`src/rtl/uart_rcv_pkg.sv`:
```
// Shared definitions for the 8N1 serial receiver: state encoding and
// the oversampling tick divider computation.
package uart_rcv_pkg;

  typedef enum logic [2:0] {
    ST_IDLE  = 3'd0,
    ST_START = 3'd1,
    ST_DATA  = 3'd2,
    ST_STOP  = 3'd3,
    ST_BREAK = 3'd4
  } state_t;

  // Rounded clk cycles per oversample tick.
  function automatic int calc_div(input int clock, input int baud, input int oversample);
    return (clock + (baud * oversample) / 2) / (baud * oversample);
  endfunction

endpackage

```
`src/rtl/uart_rx_tick.sv`:
```
// Free-running oversample tick divider: counts 0..DIV-1 and flags DIV-1.
module uart_rx_tick #(
  parameter int DIV = 13
) (
  input  logic clk,
  input  logic reset_n,
  output logic tick
);

  localparam int CW = (DIV > 1) ? $clog2(DIV) : 1;
  localparam logic [CW-1:0] LAST = CW'(DIV - 1);

  logic [CW-1:0] cnt;

  always_ff @(posedge clk or negedge reset_n) begin
    if (!reset_n)         cnt <= '0;
    else if (cnt == LAST) cnt <= '0;
    else                  cnt <= cnt + 1'b1;
  end

  assign tick = (cnt == LAST);

endmodule

```
`src/rtl/uart_rcv.sv`:
```
// 8N1 serial receiver with oversampled mid-bit sampling and break handling.
//   state    | meaning
//   ST_IDLE  | line idle, looking for a low sample on a tick
//   ST_START | counting to mid start bit to confirm it is not a glitch
//   ST_DATA  | sampling 8 data bits, LSB first, one per bit time
//   ST_STOP  | sampling the stop bit; high delivers the byte, low is a framing error
//   ST_BREAK | line held low after a framing error; wait for it to return high
module uart_rcv
  import uart_rcv_pkg::*;
#(
  parameter int BAUD       = 115200,
  parameter int CLOCK      = 12_000_000,
  parameter int OVERSAMPLE = 8
) (
  input  logic       clk,
  input  logic       reset_n,
  input  logic       rx,
  output logic [7:0] data,
  output logic       valid,
  output logic       ferr,
  output logic       busy
);

  localparam int DIV = calc_div(CLOCK, BAUD, OVERSAMPLE);
  localparam int CW  = $clog2(OVERSAMPLE);
  localparam logic [CW-1:0] HALF = CW'(OVERSAMPLE / 2);
  localparam logic [CW-1:0] LAST = CW'(OVERSAMPLE - 1);

  logic          tick;
  logic [1:0]    sync_q;
  logic          rx_s;
  state_t        state, state_n;
  logic [CW-1:0] cnt, cnt_n;
  logic [2:0]    bitn, bitn_n;
  logic [7:0]    shreg, shreg_n;
  logic [7:0]    data_n;
  logic          valid_n, ferr_n;

  uart_rx_tick #(.DIV(DIV)) u_tick (
    .clk     (clk),
    .reset_n (reset_n),
    .tick    (tick)
  );

  // Synchronizer resets to idle-high so reset release never looks like a start edge.
  always_ff @(posedge clk or negedge reset_n) begin
    if (!reset_n) sync_q <= 2'b11;
    else          sync_q <= {sync_q[0], rx};
  end

  assign rx_s = sync_q[1];

  always_ff @(posedge clk or negedge reset_n) begin
    if (!reset_n) begin
      state <= ST_IDLE;
      cnt   <= '0;
      bitn  <= '0;
      shreg <= '0;
      data  <= '0;
      valid <= 1'b0;
      ferr  <= 1'b0;
    end else begin
      state <= state_n;
      cnt   <= cnt_n;
      bitn  <= bitn_n;
      shreg <= shreg_n;
      data  <= data_n;
      valid <= valid_n;
      ferr  <= ferr_n;
    end
  end

  always_comb begin
    state_n = state;
    cnt_n   = cnt;
    bitn_n  = bitn;
    shreg_n = shreg;
    data_n  = data;
    valid_n = 1'b0;
    ferr_n  = 1'b0;
    if (tick) begin
      case (state)
        ST_IDLE: begin
          if (!rx_s) begin
            state_n = ST_START;
            cnt_n   = CW'(1);
          end
        end
        ST_START: begin
          if (cnt == HALF) begin
            cnt_n = '0;
            if (!rx_s) begin
              state_n = ST_DATA;
              bitn_n  = '0;
            end else begin
              state_n = ST_IDLE;
            end
          end else begin
            cnt_n = cnt + 1'b1;
          end
        end
        ST_DATA: begin
          if (cnt == LAST) begin
            cnt_n   = '0;
            shreg_n = {rx_s, shreg[7:1]};
            bitn_n  = bitn + 3'd1;
            if (bitn == 3'd7) state_n = ST_STOP;
          end else begin
            cnt_n = cnt + 1'b1;
          end
        end
        ST_STOP: begin
          if (cnt == LAST) begin
            cnt_n = '0;
            if (rx_s) begin
              data_n  = shreg;
              valid_n = 1'b1;
              state_n = ST_IDLE;
            end else begin
              ferr_n  = 1'b1;
              state_n = ST_BREAK;
            end
          end else begin
            cnt_n = cnt + 1'b1;
          end
        end
        ST_BREAK: begin
          if (rx_s) state_n = ST_IDLE;
        end
        default: state_n = ST_IDLE;
      endcase
    end
  end

  assign busy = (state != ST_IDLE);

endmodule

```
`config.mk`:
```
export PLATFORM = sky130hd
export DESIGN_NAME = uart_rcv
export DESIGN_NICKNAME = d
export VERILOG_FILES = /design/src/rtl/uart_rcv_pkg.sv /design/src/rtl/uart_rx_tick.sv /design/src/rtl/uart_rcv.sv
export SDC_FILE = /design/constraint.sdc
export NUM_CORES = 1
export LEC_CHECK = 0
export CORE_MARGIN = 5
export CORE_UTILIZATION = 35
export DETAILED_ROUTE_END_ITERATION = 10
export GPL_TIMING_DRIVEN = 0
export HOLD_SLACK_MARGIN = 0.06
export SYNTH_ARGS = -nofsm -noshare
export SYNTH_HDL_FRONTEND = slang
export SYNTH_SLANG_ARGS = --single-unit
```
`constraint.sdc`:
```
create_clock -name clk -period 4.1 [get_ports clk]
set_input_delay 1.23 -clock clk [delete_from_list [all_inputs] [get_ports clk]]
set_output_delay 1.23 -clock clk [all_outputs]
set_load 0.02 [all_outputs]
```
Yosys cells after proc, flatten, opt, wreduce, memory -nomap -nowiden. Index checks and enable logic that the tools add are counted.

Latch bits: 0. Memories kept: 0. Bits in registers: 33. Logic and storage cells: 62. Memory bits (writable): 0. Output and inout bits: 11. Input bits: 3. ROM bits: 0.

Order comparisons: 0. Multiplexer cells: 25. Shift-type cells: 0. Reductions and logical operators: 10. Bitwise gates (word level): 0. $mul: 0. Divide/modulo/power cells: 0. $add $sub $neg: 3. Equality and inequality tests: 15.

Operators with widths (count): 3-bit two-way mux (12); 3-bit one-hot mux with 5 select lines (1); 2-bit != test, second input constant (7); 3-bit equality test, second input constant (4); 3-bit one-hot mux with 3 select lines (1); 1-bit two-way mux (8); 7-bit AND reduction (1); 3-bit by 1-bit adder with 3-bit output, second input constant (2); 3-bit by 2-bit equality test with 1-bit output, second input constant (2); 3-bit one-hot mux with 2 select lines (1); 3-bit AND reduction (2); 3-bit nonzero test (2); 5-bit AND reduction (1); 4-bit by 1-bit adder with 4-bit output, second input constant (1); 4-bit equality test, second input constant (1); 4-bit two-way mux (1); 4-bit AND reduction (1); 3-bit by 1-bit equality test with 1-bit output, second input constant (1); 3-bit logical NOT (1); 2-bit two-way mux (1); 2-bit nonzero test (1); 2-bit OR reduction (1).

Logic depth before layout (Yosys ltp). Gate-level depths: netlist of the first run.

Depth in word-level cells: 4. Gate-level depth with buffers: 8. Mapped depth without buffers: 6.

Modules after synthesis. Synthesis of the first run repeated with hierarchy kept, for this count alone.

Cells, all modules: 123. Area total of the unflattened synthesis: 1530.2 um^2.

By module, submodules not included: uart_rcv (seq. area each 728.2 um^2, cells an instance 104, times used 1, area an instance 1330.0 um^2); uart_rx_tick (seq. area each 100.1 um^2, cells an instance 19, times used 1, area an instance 200.2 um^2).

Least setup slack after synthesis of the first run. Ideal clock, no wire load.

Path kind: reg2out. From: reg state[1]. To: out busy. Data required time: 2.870 ns. Setup slack: 2.044 ns. Arrival: 0.826 ns. Stages on the path, launching flop included: 4. Buffers on the path: 1. Cell sequence: dfrtp_1 -> buf_2 -> nor2_1 -> nand2_1.

Longest elaborated chain between the ends: 1.

Ends and longest elaborated chain: start, declared (RTL line uart_rcv.sv:32) `state_t state, state_n;`; start signal, assigned (RTL line uart_rcv.sv:63) `state <= state_n;`; 3-bit nonzero test (RTL line uart_rcv.sv:135) `assign busy = (state != ST_IDLE);`; end, declared (RTL line uart_rcv.sv:21) `output logic busy`.

No other way between the ends.

Worst setup path in the final report of the first run. Same ends and word-level chain as after synthesis.

==> flow_summary.ini, run 1 <==
[sta]
final_hold_viol_count = 0
worstMarginPinSlew_ns = 0.735
finalCriticalPeriod_ns = 2.90
slew_headroom_pct = 51.0
worst_hold_slack_ns = 0.356
finalSetupViolCount = 0
drv_slew = 0
maxClockFrequency_mhz = 345
fin_tns_setup_ns = 0
finalClockSkew_ns = 0.00470
grt_setup_unrepaired = no
fin_crit_sh_pct = 70.6

[yosys]
syn_area_per_cell_um2 = 12.8
synth_cell_types = 35
yosysWarnings = 0
ys.flop_type = dfrtp_1
yosysSeqAreaShare_pct = 53.6
synth-seq-cells = 33
syn_area_um2 = 1550
async_flop_share_pct = 100
synthCells = 121
synthesis.nets = 132
synth_edf_count = 0

[clocking]
cts_tree = done
cts_resized = 0
cts-root-buf = clkbuf_8
cts_setup_buffers = 0
cts_buffer_depth = 2
path_clk_slew_ns = 0.07
clock_sinks = 33
holdBufCountCts = 0
numCtsBuffers = 5
cts_max_level = 2
worst_skew_pair.late_latency_ns = 0.28

[min_path]
holdCritStartpoint = sync_q[0]
worstHoldPathCells = 0
hold_class = register to register
min_to = sync_q[1]

[route]
via_per_inst = 4.98
wl_per_cell_um = 13.4
drt_iter0_markers = 48
ant_nets = 0
drt_wl_total_um = 2590
num_vias = 967
first_pass_iters = 4
drc = 0

[job]
maxCapViolCount = 0

[critical_path]
start_kind = register
critical_path_class = register to output port
reg2reg_depth = 8
crit_arrival_ns = 1.67
crit_family = buffers and inverters
cpPeakStageDelay_ns = 0.54
cp-end-kind = output port
path_cells = buf_2 > nor2_1 > nand2_1 > clkdlybuf4s50_1
crit_path_top_delay_cell = clkdlybuf4s50_1
cp.required_ns = 2.87
r2r-start = u_tick.cnt[0]
cp_num_buf_inv = 2
r2r_slack_ns = 2.19
critical_path.max_fanout = 10
reg2reg_to = data[5]

[floorplan]
die_y_um = 76.4
die_w_um = 76.4
ios = 14
core_area_um2 = 4320
die-area_um2 = 5840
initial_core_util_pct = 35.7
rows = 24

[grt]
first_global_vias = 983
grt_max_degree = 34
overflow = 0
antenna_found_initial = 0
grt_pass1_wl_um = 4740
grt_usage_pct = 10.1

[power]
p_per_area_nw_per_um2 = 392
leakagePower_nw = 0.900
irDropWorstVdd_v = 0.000219

[layout]
nets = 152
drive_gt1_share_pct = 27.5
area_growth_pct = 21.0
antenna_cells = 0

[placed_design]
port_buffers = 13
gp_congestion = 0.814
dp_hpwl_um = 1790

[run_status]
outcome = complete, no violations
-- cell usage in the layout, fill, tap and decap left out, drive strengths merged --
cell type      instances
nor2                   5
ha                     8
dfrtp                 31
or3                    1
buf                    6
a211o                  2
nand2                  6
nor3                   2
clkinv                 1
nand3                  2
dfstp                  2
and3                   4
inv                    8
o21bai                 1
a211oi                 1
a22o                   2
xnor2                  1
clkbuf                 5
a21oi                  3
or2                    1
mux2                  18
bufinv                 2
a21boi                 1
a311oi                 1
clkdlybuf4s50         12
a31oi                  1
nand2b                 1
nor2b                  2
a32o                   1
nand3b                 1
o41ai                  3
o21ai                  6
nand4                  1
-- where the power goes --
part | internal, mW | switching (mW) | total [mW] | leakage (nW)
registers | 0.331 | 0.00417 | 0.335 | 0.438
logic | 0.0137 | 0.0222 | 0.0358 | 0.394
clock network | 0.241 | 0.120 | 0.361 | 0.0681
-- worst max-delay path by stage --
stage                     startpoint       endpoint  slack [ns]  cells past startpoint
final                       state[1]           busy        1.20                      4
after global routing        state[1]           busy        1.09                      4
after CTS                   state[1]           busy        1.18                      4
after detailed placement    state[1]           busy        1.52                      4
after global placement       reset_n  u_tick.cnt[2]        1.17                      1
after floorplan             state[1]           busy        2.04                      3
-- routing by layer --
layer | vias to the layer above | part of all wire [%] | track usage [%]
li1 | 468 | - | -
met1 | 467 | 49 | 12.6
met2 | 25 | 43 | 15.2
met3 | 7 | 6.5 | 4.14
met4 | 0 | 2.0 | 4.55
met5 | - | 0 | 0
-- synth_stat cells (3+ instances only) --
cell | instances | area share, %
inv_1 | 7 | 1.7
dfrtp_1 | 31 | 50
ha_1 | 8 | 6.5
a21oi_1 | 3 | 0.97
mux2_4 | 8 | 7.8
nand2_1 | 6 | 1.5
o41ai_1 | 3 | 1.7
mux2_2 | 10 | 7.3
nor2_1 | 5 | 1.2
o21ai_0 | 6 | 1.9
-- worst register-to-register path: cells and delay by family, from the launching register on --
family        cells  cell delay, ns
simple gates      3            0.55
flops             1            0.41
buf+inv           3            0.35
mux               1            0.30
fa+ha+maj         1            0.18
-- final cells by class --
class	count	area (µm²)
plain buffers	5	43.8
clock buffers	5	68.8
clock inverters	3	65.1
fillers	405	2450
inverters	8	30.0
multi-input cells	75	643
flip-flops and latches	33	828
well taps	52	65.1
repair buffers	13	125
-- stage by stage --
stage	std cells	cell area (µm²)	setup WS [ns]	power, mW	utilization (%)
6_report	194	1870	1.20	0.732	43.2
5_1_grt	194	1870	1.09	0.770	43.2
4_1_cts	194	1870	1.18	0.745	43.2
3_5_place_dp	186	1740	1.52	0.378	40.1
3_3_place_gp	186	1740	1.17	0.377	40.2
2_1_floorplan	121	1550	2.04	0.362	-
-- sequential cells by signal, summed over array words and instances (netlist names) --
name,cells
u_tick.cnt,4
cnt,3
data,8
valid,1
bitn,3
sync_q,2
ferr,1
shreg,8
state,3
-- cell families (layout without fill, tap and decap cells) --
kind of cell    Yosys count  after routing  synth area share [%]
flops                    33             33                  53.6
simple gates             26             26                  9.56
compound gates           22             22                  9.96
mux                      18             18                  15.1
buf+inv                  13             34                  4.78
fa+ha+maj                 8              8                  6.48
xor+xnor                  1              1                 0.567
No activity file was read; power rests on OpenSTA's default activity.
==> run 2, diff against run 1 <==
clock period = 2.5 ns   (was 4.1 ns; I/O delays follow)
==> run 2 against run 1 <==
  * Global-route usage stayed put
  * Register-to-register slack worse by 1.6 ns
  * Combinational power is 65% higher
  * Final cell count stayed put
  * Sequential share of layout area is 0.059 points lower
  * Die area stayed put
  * Routed wire length stayed put
  * Clock-buffer cell count stayed put
  * Sequential power is 64% higher
  * Clock skew is 0.00082 ns higher
  * Setup slack worse by 1.1 ns
==> flow_summary.ini, run 2 (synthesized netlist as in run 1, its figures left out) <==
[sta]
worst_slack_ns = 0.125
grt_setup_unrepaired = no
finalSetupViolCount = 0
finalCriticalPeriod_ns = 2.38
finalClockSkew_ns = 0.00552
final_hold_viol_count = 0
worstMarginPinSlew_ns = 0.735
drv_slew = 0
maxClockFrequency_mhz = 421
fin_tns_setup_ns = 0
slew_headroom_pct = 51.0
fin_crit_sh_pct = 95.0

[placed_design]
gp_congestion = 0.814
pre_cts_ws_ns = 0.397
dp_hpwl_um = 1790
port_buffers = 13
dp_cells = 186

[critical_path]
cpPeakStageDelay_ns = 0.53
cp.required_ns = 1.75
crit_arrival_ns = 1.63
critical_path.max_fanout = 10
crit_path_top_delay_cell = clkdlybuf4s50_1
critical_path_class = register to output port
cp_num_buf_inv = 2
path_cells = buf_2 > nor2_2 > nand2_1 > clkdlybuf4s50_1
start_kind = register
cp-end-kind = output port
crit_family = buffers and inverters

[layout]
nets = 152
drive_gt1_share_pct = 28.2
stdcell_count = 194
area_growth_pct = 21.1
final_cell_mix = dfrtp_1 (31), clkdlybuf4s50_1 (12), mux2_2 (10)
antenna_cells = 0
final_common_cell = dfrtp_1
top_regs = data: 8 flops, shreg: 8 flops, u_tick.cnt: 4 flops

[floorplan]
initial_core_util_pct = 35.7
core_area_um2 = 4320
die_y_um = 76.4
die_w_um = 76.4
ios = 14
die-area_um2 = 5840
rows = 24

[power]
p_sw_share_pct = 20.0
p_per_area_nw_per_um2 = 642
pwr-share-clk_pct = 49.3
combPwrFrac_pct = 4.9
irDropWorstVdd_v = 0.000362
leakagePower_nw = 0.900
p_seq_share_pct = 45.8
p_int_mw = 0.962
switchingPower_mw = 0.241

[route]
num_vias = 968
via_per_inst = 4.99
drt_wl_total_um = 2590
wl_per_cell_um = 13.4
ant_nets = 0
wl_met1_um = 1240
drt_iter0_markers = 45
met2_length_um = 1110
highest_layer = met4
first_pass_iters = 4
drc = 0
wl_met3_um = 188

[clocking]
holdBufCountCts = 0
clock_sinks = 33
numCtsBuffers = 5
cts_setup_buffers = 0
worst_skew_pair.late_latency_ns = 0.28
cts_tree = done
path_clk_slew_ns = 0.07
cts_max_level = 2
cts_resized = 0
cts-root-buf = clkbuf_8
cts_buffer_depth = 2

[grt]
grt_pass1_wl_um = 4740
overflow = 0
grt_max_degree = 34
antenna_found_initial = 0
grt_usage_pct = 10.1
first_global_vias = 983

[run_status]
outcome = complete, no violations

[job]
maxCapViolCount = 0

[min_path]
hold_class = register to register
-- run 2: cell types whose count changed in the layout (fill, tap and decap cells not counted) --
cell    previous run  this run
nor2_1             5         4
nor2_2             0         1
-- run 2: layout make-up --
cell class / count / area, µm²
buffer: 5 / 43.8
clock buffer: 5 / 68.8
clock inverter: 3 / 65.1
fill: 404 / 2450
inverter: 8 / 30.0
multi-input combinational: 75 / 646
sequential: 33 / 828
tap: 52 / 65.1
timing repair buffer: 13 / 125
-- run 2: metrics by stage --
step                      hold slack, ns  area [µm²]  utilization (%)  power (mW)
after floorplan                    0.345        1550                -       0.594
after global placement             0.346        1740             40.2       0.618
after detailed placement           0.347        1740             40.1       0.619
after CTS                          0.357        1870             43.2        1.22
after global routing               0.359        1870             43.3        1.26
final                              0.356        1870             43.3        1.20
-- run 2: path summary, 6_finish.rpt --
check | start | to | slack [ns] | cells after the start
setup / recovery | state[1] | busy | 0.12 | 4
hold / removal | sync_q[0] | sync_q[1] | 0.36 | 0
setup reg to reg | u_tick.cnt[0] | data[5] | 0.59 | 8
hold reg to reg | sync_q[0] | sync_q[1] | 0.36 | 0
max in group asynchronous | reset_n | bitn[1] | 1.51 | 1
min in group asynchronous | reset_n | data[1] | 0.52 | 1
-- run 2: power by group through the flow --
stage / combinational, mW / sequential [mW] / clock (mW)
floorplan: 0.0356 / 0.558 / 0
global placement: 0.0587 / 0.559 / 0
detailed placement: 0.0595 / 0.560 / 0
CTS: 0.0597 / 0.550 / 0.612
global route: 0.0684 / 0.551 / 0.644
finish: 0.0590 / 0.550 / 0.593
-- run 2: routing by layer --
| metal | global-route usage, % | vias to the layer above |
|---|---|---|
| met5 | 0 | - |
| met3 | 4.14 | 7 |
| li1 | - | 468 |
| met2 | 15.2 | 29 |
| met1 | 12.6 | 464 |
| met4 | 4.55 | 0 |
